===== src/rtl/alu_bitop_pkg.sv =====
// alu_bitop_pkg: shared op/state encodings and the per-bit operation used by
// the slice-serial bit-manipulation unit.
package alu_bitop_pkg;

  typedef enum logic [1:0] {
    BOP_BIT = 2'd0,
    BOP_RES = 2'd1,
    BOP_SET = 2'd2,
    BOP_TGL = 2'd3
  } bitop_t;

  typedef enum logic [1:0] {
    BST_IDLE = 2'd0,
    BST_RUN  = 2'd1,
    BST_DONE = 2'd2
  } bitop_state_t;

  // One data bit against one mask bit; the slice applies this bitwise.
  function automatic logic bitop_apply(bitop_t op, logic s, logic m);
    logic r;
    case (op)
      BOP_BIT: r = s & m;
      BOP_RES: r = s & ~m;
      BOP_SET: r = s | m;
      default: r = s ^ m;
    endcase
    return r;
  endfunction

endpackage


===== src/rtl/alu_bitop_slice.sv =====
// alu_bitop_slice: combinational BIT/RES/SET/TGL on one SLICE-bit chunk,
// plus the hit indication for the selected bit.
module alu_bitop_slice
  import alu_bitop_pkg::*;
#(
  parameter int SLICE = 4
) (
  input  logic [SLICE-1:0] i_data,
  input  logic [SLICE-1:0] i_mask,
  input  bitop_t           i_op,
  output logic [SLICE-1:0] o_result,
  output logic             o_hit
);

  always_comb begin
    o_result = '0;
    for (int i = 0; i < SLICE; i++) begin
      o_result[i] = bitop_apply(i_op, i_data[i], i_mask[i]);
    end
  end

  assign o_hit = |(i_data & i_mask);

endmodule


===== src/rtl/alu_bitop_seq.sv =====
// alu_bitop_seq: slice-serial single-bit test/clear/set/toggle with start/done
// handshake. Define ALU_BITOP_ABORT_EN to add an abort input that cancels RUN.
//
// state | meaning
// IDLE  | waiting for start
// RUN   | one slice per edge into the accumulator, busy=1
// DONE  | result/flags just updated, done=1 for one cycle
module alu_bitop_seq
  import alu_bitop_pkg::*;
#(
  parameter int WIDTH = 8,
  parameter int SLICE = 4
) (
  input  logic                     clk,
  input  logic                     nreset,
`ifdef ALU_BITOP_ABORT_EN
  input  logic                     abort,
`endif
  input  logic                     start,
  input  logic [1:0]               op,
  input  logic [WIDTH-1:0]         operand,
  input  logic [$clog2(WIDTH)-1:0] bitsel,
  input  logic                     carry_in,
  output logic                     busy,
  output logic                     done,
  output logic [WIDTH-1:0]         result,
  output logic                     zero,
  output logic                     neg,
  output logic                     half,
  output logic                     carry
);

  localparam int NSLICE = WIDTH / SLICE;
  localparam int IDX_W  = (NSLICE > 1) ? $clog2(NSLICE) : 1;
  localparam int BSEL_W = $clog2(WIDTH);

  localparam logic [1:0] S_IDLE = BST_IDLE;
  localparam logic [1:0] S_RUN  = BST_RUN;
  localparam logic [1:0] S_DONE = BST_DONE;

  logic [1:0]        r_state;
  bitop_t            r_op;
  logic [WIDTH-1:0]  r_operand;
  logic [BSEL_W-1:0] r_bitsel;
  logic              r_cin;
  logic [IDX_W-1:0]  r_idx;
  logic [WIDTH-1:0]  r_acc;
  logic              r_hit;
  logic [WIDTH-1:0]  r_result;
  logic              r_zero;
  logic              r_neg;
  logic              r_half;
  logic              r_carry;

  logic [WIDTH-1:0]  w_mask;
  logic [WIDTH-1:0]  w_acc_next;
  logic [SLICE-1:0]  w_s_data;
  logic [SLICE-1:0]  w_s_mask;
  logic [SLICE-1:0]  w_s_res;
  logic              w_s_hit;
  logic              w_hit_next;
  logic              w_last;
  logic              w_accept;
  logic              w_abort;

`ifdef ALU_BITOP_ABORT_EN
  assign w_abort = abort;
`else
  assign w_abort = 1'b0;
`endif

  // Shifting past the top bit yields an all-zero mask, which is what an
  // out-of-range bitsel must produce.
  assign w_mask = WIDTH'(1'b1) << r_bitsel;

  always_comb begin
    w_s_data = '0;
    w_s_mask = '0;
    for (int k = 0; k < NSLICE; k++) begin
      if (r_idx == IDX_W'(k)) begin
        w_s_data = r_operand[k*SLICE +: SLICE];
        w_s_mask = w_mask[k*SLICE +: SLICE];
      end
    end
  end

  alu_bitop_slice #(
    .SLICE (SLICE)
  ) u_slice (
    .i_data   (w_s_data),
    .i_mask   (w_s_mask),
    .i_op     (r_op),
    .o_result (w_s_res),
    .o_hit    (w_s_hit)
  );

  always_comb begin
    w_acc_next = r_acc;
    for (int k = 0; k < NSLICE; k++) begin
      if (r_idx == IDX_W'(k)) begin
        w_acc_next[k*SLICE +: SLICE] = w_s_res;
      end
    end
  end

  assign w_hit_next = r_hit | w_s_hit;
  assign w_last     = (r_idx == IDX_W'(NSLICE - 1));
  assign w_accept   = start && ((r_state == S_IDLE) || (r_state == S_DONE));

  always_ff @(posedge clk or negedge nreset) begin
    if (!nreset) begin
      r_op      <= BOP_BIT;
      r_operand <= '0;
      r_bitsel  <= '0;
      r_cin     <= 1'b0;
    end else if (w_accept) begin
      r_op      <= bitop_t'(op);
      r_operand <= operand;
      r_bitsel  <= bitsel;
      r_cin     <= carry_in;
    end
  end

  always_ff @(posedge clk or negedge nreset) begin
    if (!nreset) begin
      r_state  <= S_IDLE;
      r_idx    <= '0;
      r_acc    <= '0;
      r_hit    <= 1'b0;
      r_result <= '0;
      r_zero   <= 1'b0;
      r_neg    <= 1'b0;
      r_half   <= 1'b0;
      r_carry  <= 1'b0;
    end else begin
      case (r_state)
        S_IDLE, S_DONE: begin
          if (start) begin
            r_idx   <= '0;
            r_hit   <= 1'b0;
            r_state <= S_RUN;
          end else begin
            r_state <= S_IDLE;
          end
        end
        S_RUN: begin
          if (w_abort) begin
            r_state <= S_IDLE;
          end else begin
            r_acc <= w_acc_next;
            r_hit <= w_hit_next;
            if (w_last) begin
              r_result <= w_acc_next;
              // Write-back ops leave the flag registers untouched.
              if (r_op == BOP_BIT) begin
                r_zero  <= ~w_hit_next;
                r_neg   <= 1'b0;
                r_half  <= 1'b1;
                r_carry <= r_cin;
              end
              r_state <= S_DONE;
            end else begin
              r_idx <= r_idx + IDX_W'(1);
            end
          end
        end
        default: r_state <= S_IDLE;
      endcase
    end
  end

  assign busy   = (r_state == S_RUN);
  assign done   = (r_state == S_DONE);
  assign result = r_result;
  assign zero   = r_zero;
  assign neg    = r_neg;
  assign half   = r_half;
  assign carry  = r_carry;

endmodule

===== config.mk =====
export PLATFORM = sky130hd
export DESIGN_NAME = alu_bitop_seq
export DESIGN_NICKNAME = d
export VERILOG_FILES = /design/src/rtl/alu_bitop_pkg.sv /design/src/rtl/alu_bitop_slice.sv /design/src/rtl/alu_bitop_seq.sv
export SDC_FILE = /design/constraint.sdc
export NUM_CORES = 1
export LEC_CHECK = 0
export BUFFER_PORTS_ARGS = -buffer_cell sky130_fd_sc_hd__buf_2
export CORE_AREA = 5 5 70 72
export DETAILED_ROUTE_END_ITERATION = 10
export DIE_AREA = 0 0 75 77
export PLACE_DENSITY = 0.57
export SLEW_MARGIN = 20
export SYNTH_ARGS = -nofsm -noshare
export SYNTH_HDL_FRONTEND = slang
export SYNTH_SLANG_ARGS = --single-unit

===== constraint.sdc =====
create_clock -name clk -period 5.17 [get_ports clk]
set_input_delay 0.7755 -clock clk [delete_from_list [all_inputs] [get_ports clk]]
set_output_delay 0.7755 -clock clk [all_outputs]
set_load 0.02 [all_outputs]

==> impl_metrics.tcl <==
set metrics [dict create \
    async_reset_ff_frac 1.00 \
    ant_nets 0 \
    setup_ws_ps 3000 \
    io_buffers 29 \
    placedCellCount 253 \
    num_vias 1227 \
    antenna_found_initial 0 \
    routedWlPerCell_um 12.9 \
    finalHoldViolCount 0 \
    hp-start "result[2]$_DFFE_PN0P_" \
    grt_pass1_wl_mm 6.11 \
    dp_worst_setup_slack_ps 3020 \
    worstSkewPairLatency_ps 280 \
    cts_tree "built" \
    setup_tns_ps 0 \
    synth_cell_types 33 \
    ioPinCount 31 \
    die-area_um2 5780 \
    area_growth_pct 15.5 \
    cts_resized 0 \
    syn_area_um2 1630 \
    instances_no_fill 260 \
    rsz0062_at_grt "no" \
    r2r_slack_ps 3000 \
    drt_wl_total_mm 3.36 \
    grt_pass1_vias 1279 \
    skew_ps 3.63 \
    synthTopCellsByCount "nand2_1, dfrtp_1, nor2_1" \
    clockRootBuffer "clkbuf_8" \
    cts-buffers-inserted 5 \
    critPathRequiredTime_ps 5350 \
    r2r_end "r_acc[2]$_DFFE_PN0P_" \
    hold-worst-slack_ps 468 \
    final_nets 231 \
    tightest_slew_ps 936 \
    whs_endpoint "result[2]$_DFFE_PN0P_" \
    start_util 0.385 \
    rows 24 \
    syn_avg_cell_area_um2 9.05 \
    critPathLaunchType "register" \
    cts_buffer_depth 2 \
    final_layout_size_suffix_gt1_frac 0.207 \
    ys_seq_area_frac 0.507 \
    post-route-period-util 0.419 \
    synth-warning-count 0 \
    die_w_um 75 \
    status "finished clean" \
    relSlewSlack 0.375 \
    place_congestion 0.738 \
    die_h_um 77 \
    crit_type "reg -> reg" \
    synth_area_leader_cell "dfrtp_1" \
    end_kind "register" \
    post_cts_buffers 0 \
    ys_seq_elements 33 \
    finalSetupViolations 0 \
    final_util 0.444 \
    synth_most_common_cell "nand2_1" \
    powerDensity_nw_per_um2 663 \
    synthCells 180 \
    maxCapViolCount 0 \
    synth-main-ff-cell "dfrtp_1" \
    r2r_start "r_idx$_DFFE_PN0P_" \
    cts_max_level 2 \
    fmax_mhz 461 \
    grt_overflow 0 \
    period_minus_slack_ps 2170 \
    dp_hpwl_mm 2.43 \
    ir_drop_uv 206 \
    grt_max_degree 34 \
    hold_buffers 0 \
    synth_top_area_frac 0.507 \
    vias_per_cell 4.72 \
    grt.total_usage 0.137 \
    clk_pin_slew_ps 70 \
    drtPass1Iterations 4 \
    r2r_cells 8 \
    min_path_type "reg -> reg" \
    cts_num_sinks 33 \
    leakage_nw 0.994 \
    core_um2 4230 \
    cp.arrival_ps 2340 \
    drcViolationCount 0 \
    antenna_cells 0 \
    synthesis.nets 203 \
    fill_cells 448 \
    synthTopCellsByArea "dfrtp_1, nand2_1, ha_1, mux2i_1, a21o_1" \
    initialDrtViolationCount 38 \
    slew_violations 0 \
    hold_path_depth 2 \
    cp_max_fo 10 \
    synth_edf_count 0 \
]
[worst max-delay path, cell delays in order (launching register included)]
cell and delay [ps]:
dfrtp_1 590, xor2_1 420, nor2_1 130, inv_1 70
ha_1 210, and2_1 150, o21ai_0 200, a31oi_1 110
a21o_1 160
[stage by stage]
stage / area (µm²) / total power (W)
CTS: 1880 / 0.00127
global placement: 1800 / 0.00106
global route: 1880 / 0.00138
finish: 1880 / 0.00125
floorplan: 1630 / 0.000916
detailed placement: 1800 / 0.00107
[final cells by class]
type | count | area, µm² | share of cell area
Multi-Input combinational cell | 131 | 729 | 0.388
Inverter | 8 | 30.0 | 0.0160
Tap cell | 52 | 65.1 | 0.0346
Timing Repair Buffer | 29 | 145 | 0.0771
Clock buffer | 7 | 86.3 | 0.0459
Sequential cell | 33 | 826 | 0.439
[worst max path at each step]
stage	start	to	slack, ps	depth (start not counted)
after global routing	r_idx$_DFFE_PN0P_	zero$_DFFE_PN0P_	2670	6
after CTS	r_state[0]$_DFFE_PN0P_	busy	2990	2
final	r_idx$_DFFE_PN0P_	r_acc[2]$_DFFE_PN0P_	3000	8
after global placement	r_idx$_DFFE_PN0P_	r_acc[2]$_DFFE_PN0P_	3080	8
after floorplan	r_idx$_DFFE_PN0P_	r_acc[2]$_DFFE_PN0P_	3260	9
after detailed placement	r_idx$_DFFE_PN0P_	r_acc[2]$_DFFE_PN0P_	3020	8
[placed cells by master, fill, tap and decap left out, types with 4 or more instances in the layout]
cell,instances
ha_1,6
a21o_1,5
o21ai_0,7
dfrtp_1,33
clkbuf_8,6
a21oi_1,5
nor2_1,10
inv_1,8
buf_2,29
nand2b_1,5
nand2_1,58
mux2i_1,5
a31oi_1,4
[flip-flops by register name (all words and copies together) (netlist names)]
| signal | flops |
|---|---|
| zero | 1 |
| carry | 1 |
| r_operand | 8 |
| r_state | 2 |
| r_acc | 4 |
| half | 1 |
| r_op | 2 |
| r_hit | 1 |
| r_idx | 1 |
| r_cin | 1 |
| result | 8 |
| r_bitsel | 3 |
[layer usage]
metal	global-route usage	vias up	part of all wire
met5	0	-	0
met4	0.0427	0	0.0051
met3	0.0484	2	0.064
met2	0.201	31	0.44
met1	0.187	560	0.49
li1	-	634	-
[report_power, final]
group          switching, W  internal, W  leakage [nW]  total, W
registers          0.000103     0.000382         0.405  0.000485
clock network     0.0000905     0.000106        0.0443  0.000196
logic              0.000346     0.000220         0.545  0.000566
[cell families (layout without fill, tap and decap cells)]
| group | after synthesis | after routing | share of synthesized area |
|---|---|---|---|
| compound gates | 23 | 23 | 0.0853 |
| xor+xnor | 2 | 2 | 0.0108 |
| fa+ha+maj | 6 | 6 | 0.0461 |
| buf+inv | 16 | 44 | 0.0453 |
| flops | 33 | 33 | 0.507 |
| mux | 7 | 7 | 0.0445 |
| other cells | 1 | 1 | 0.00230 |
| simple gates | 92 | 92 | 0.259 |
(Power assumes the default switching activity.)
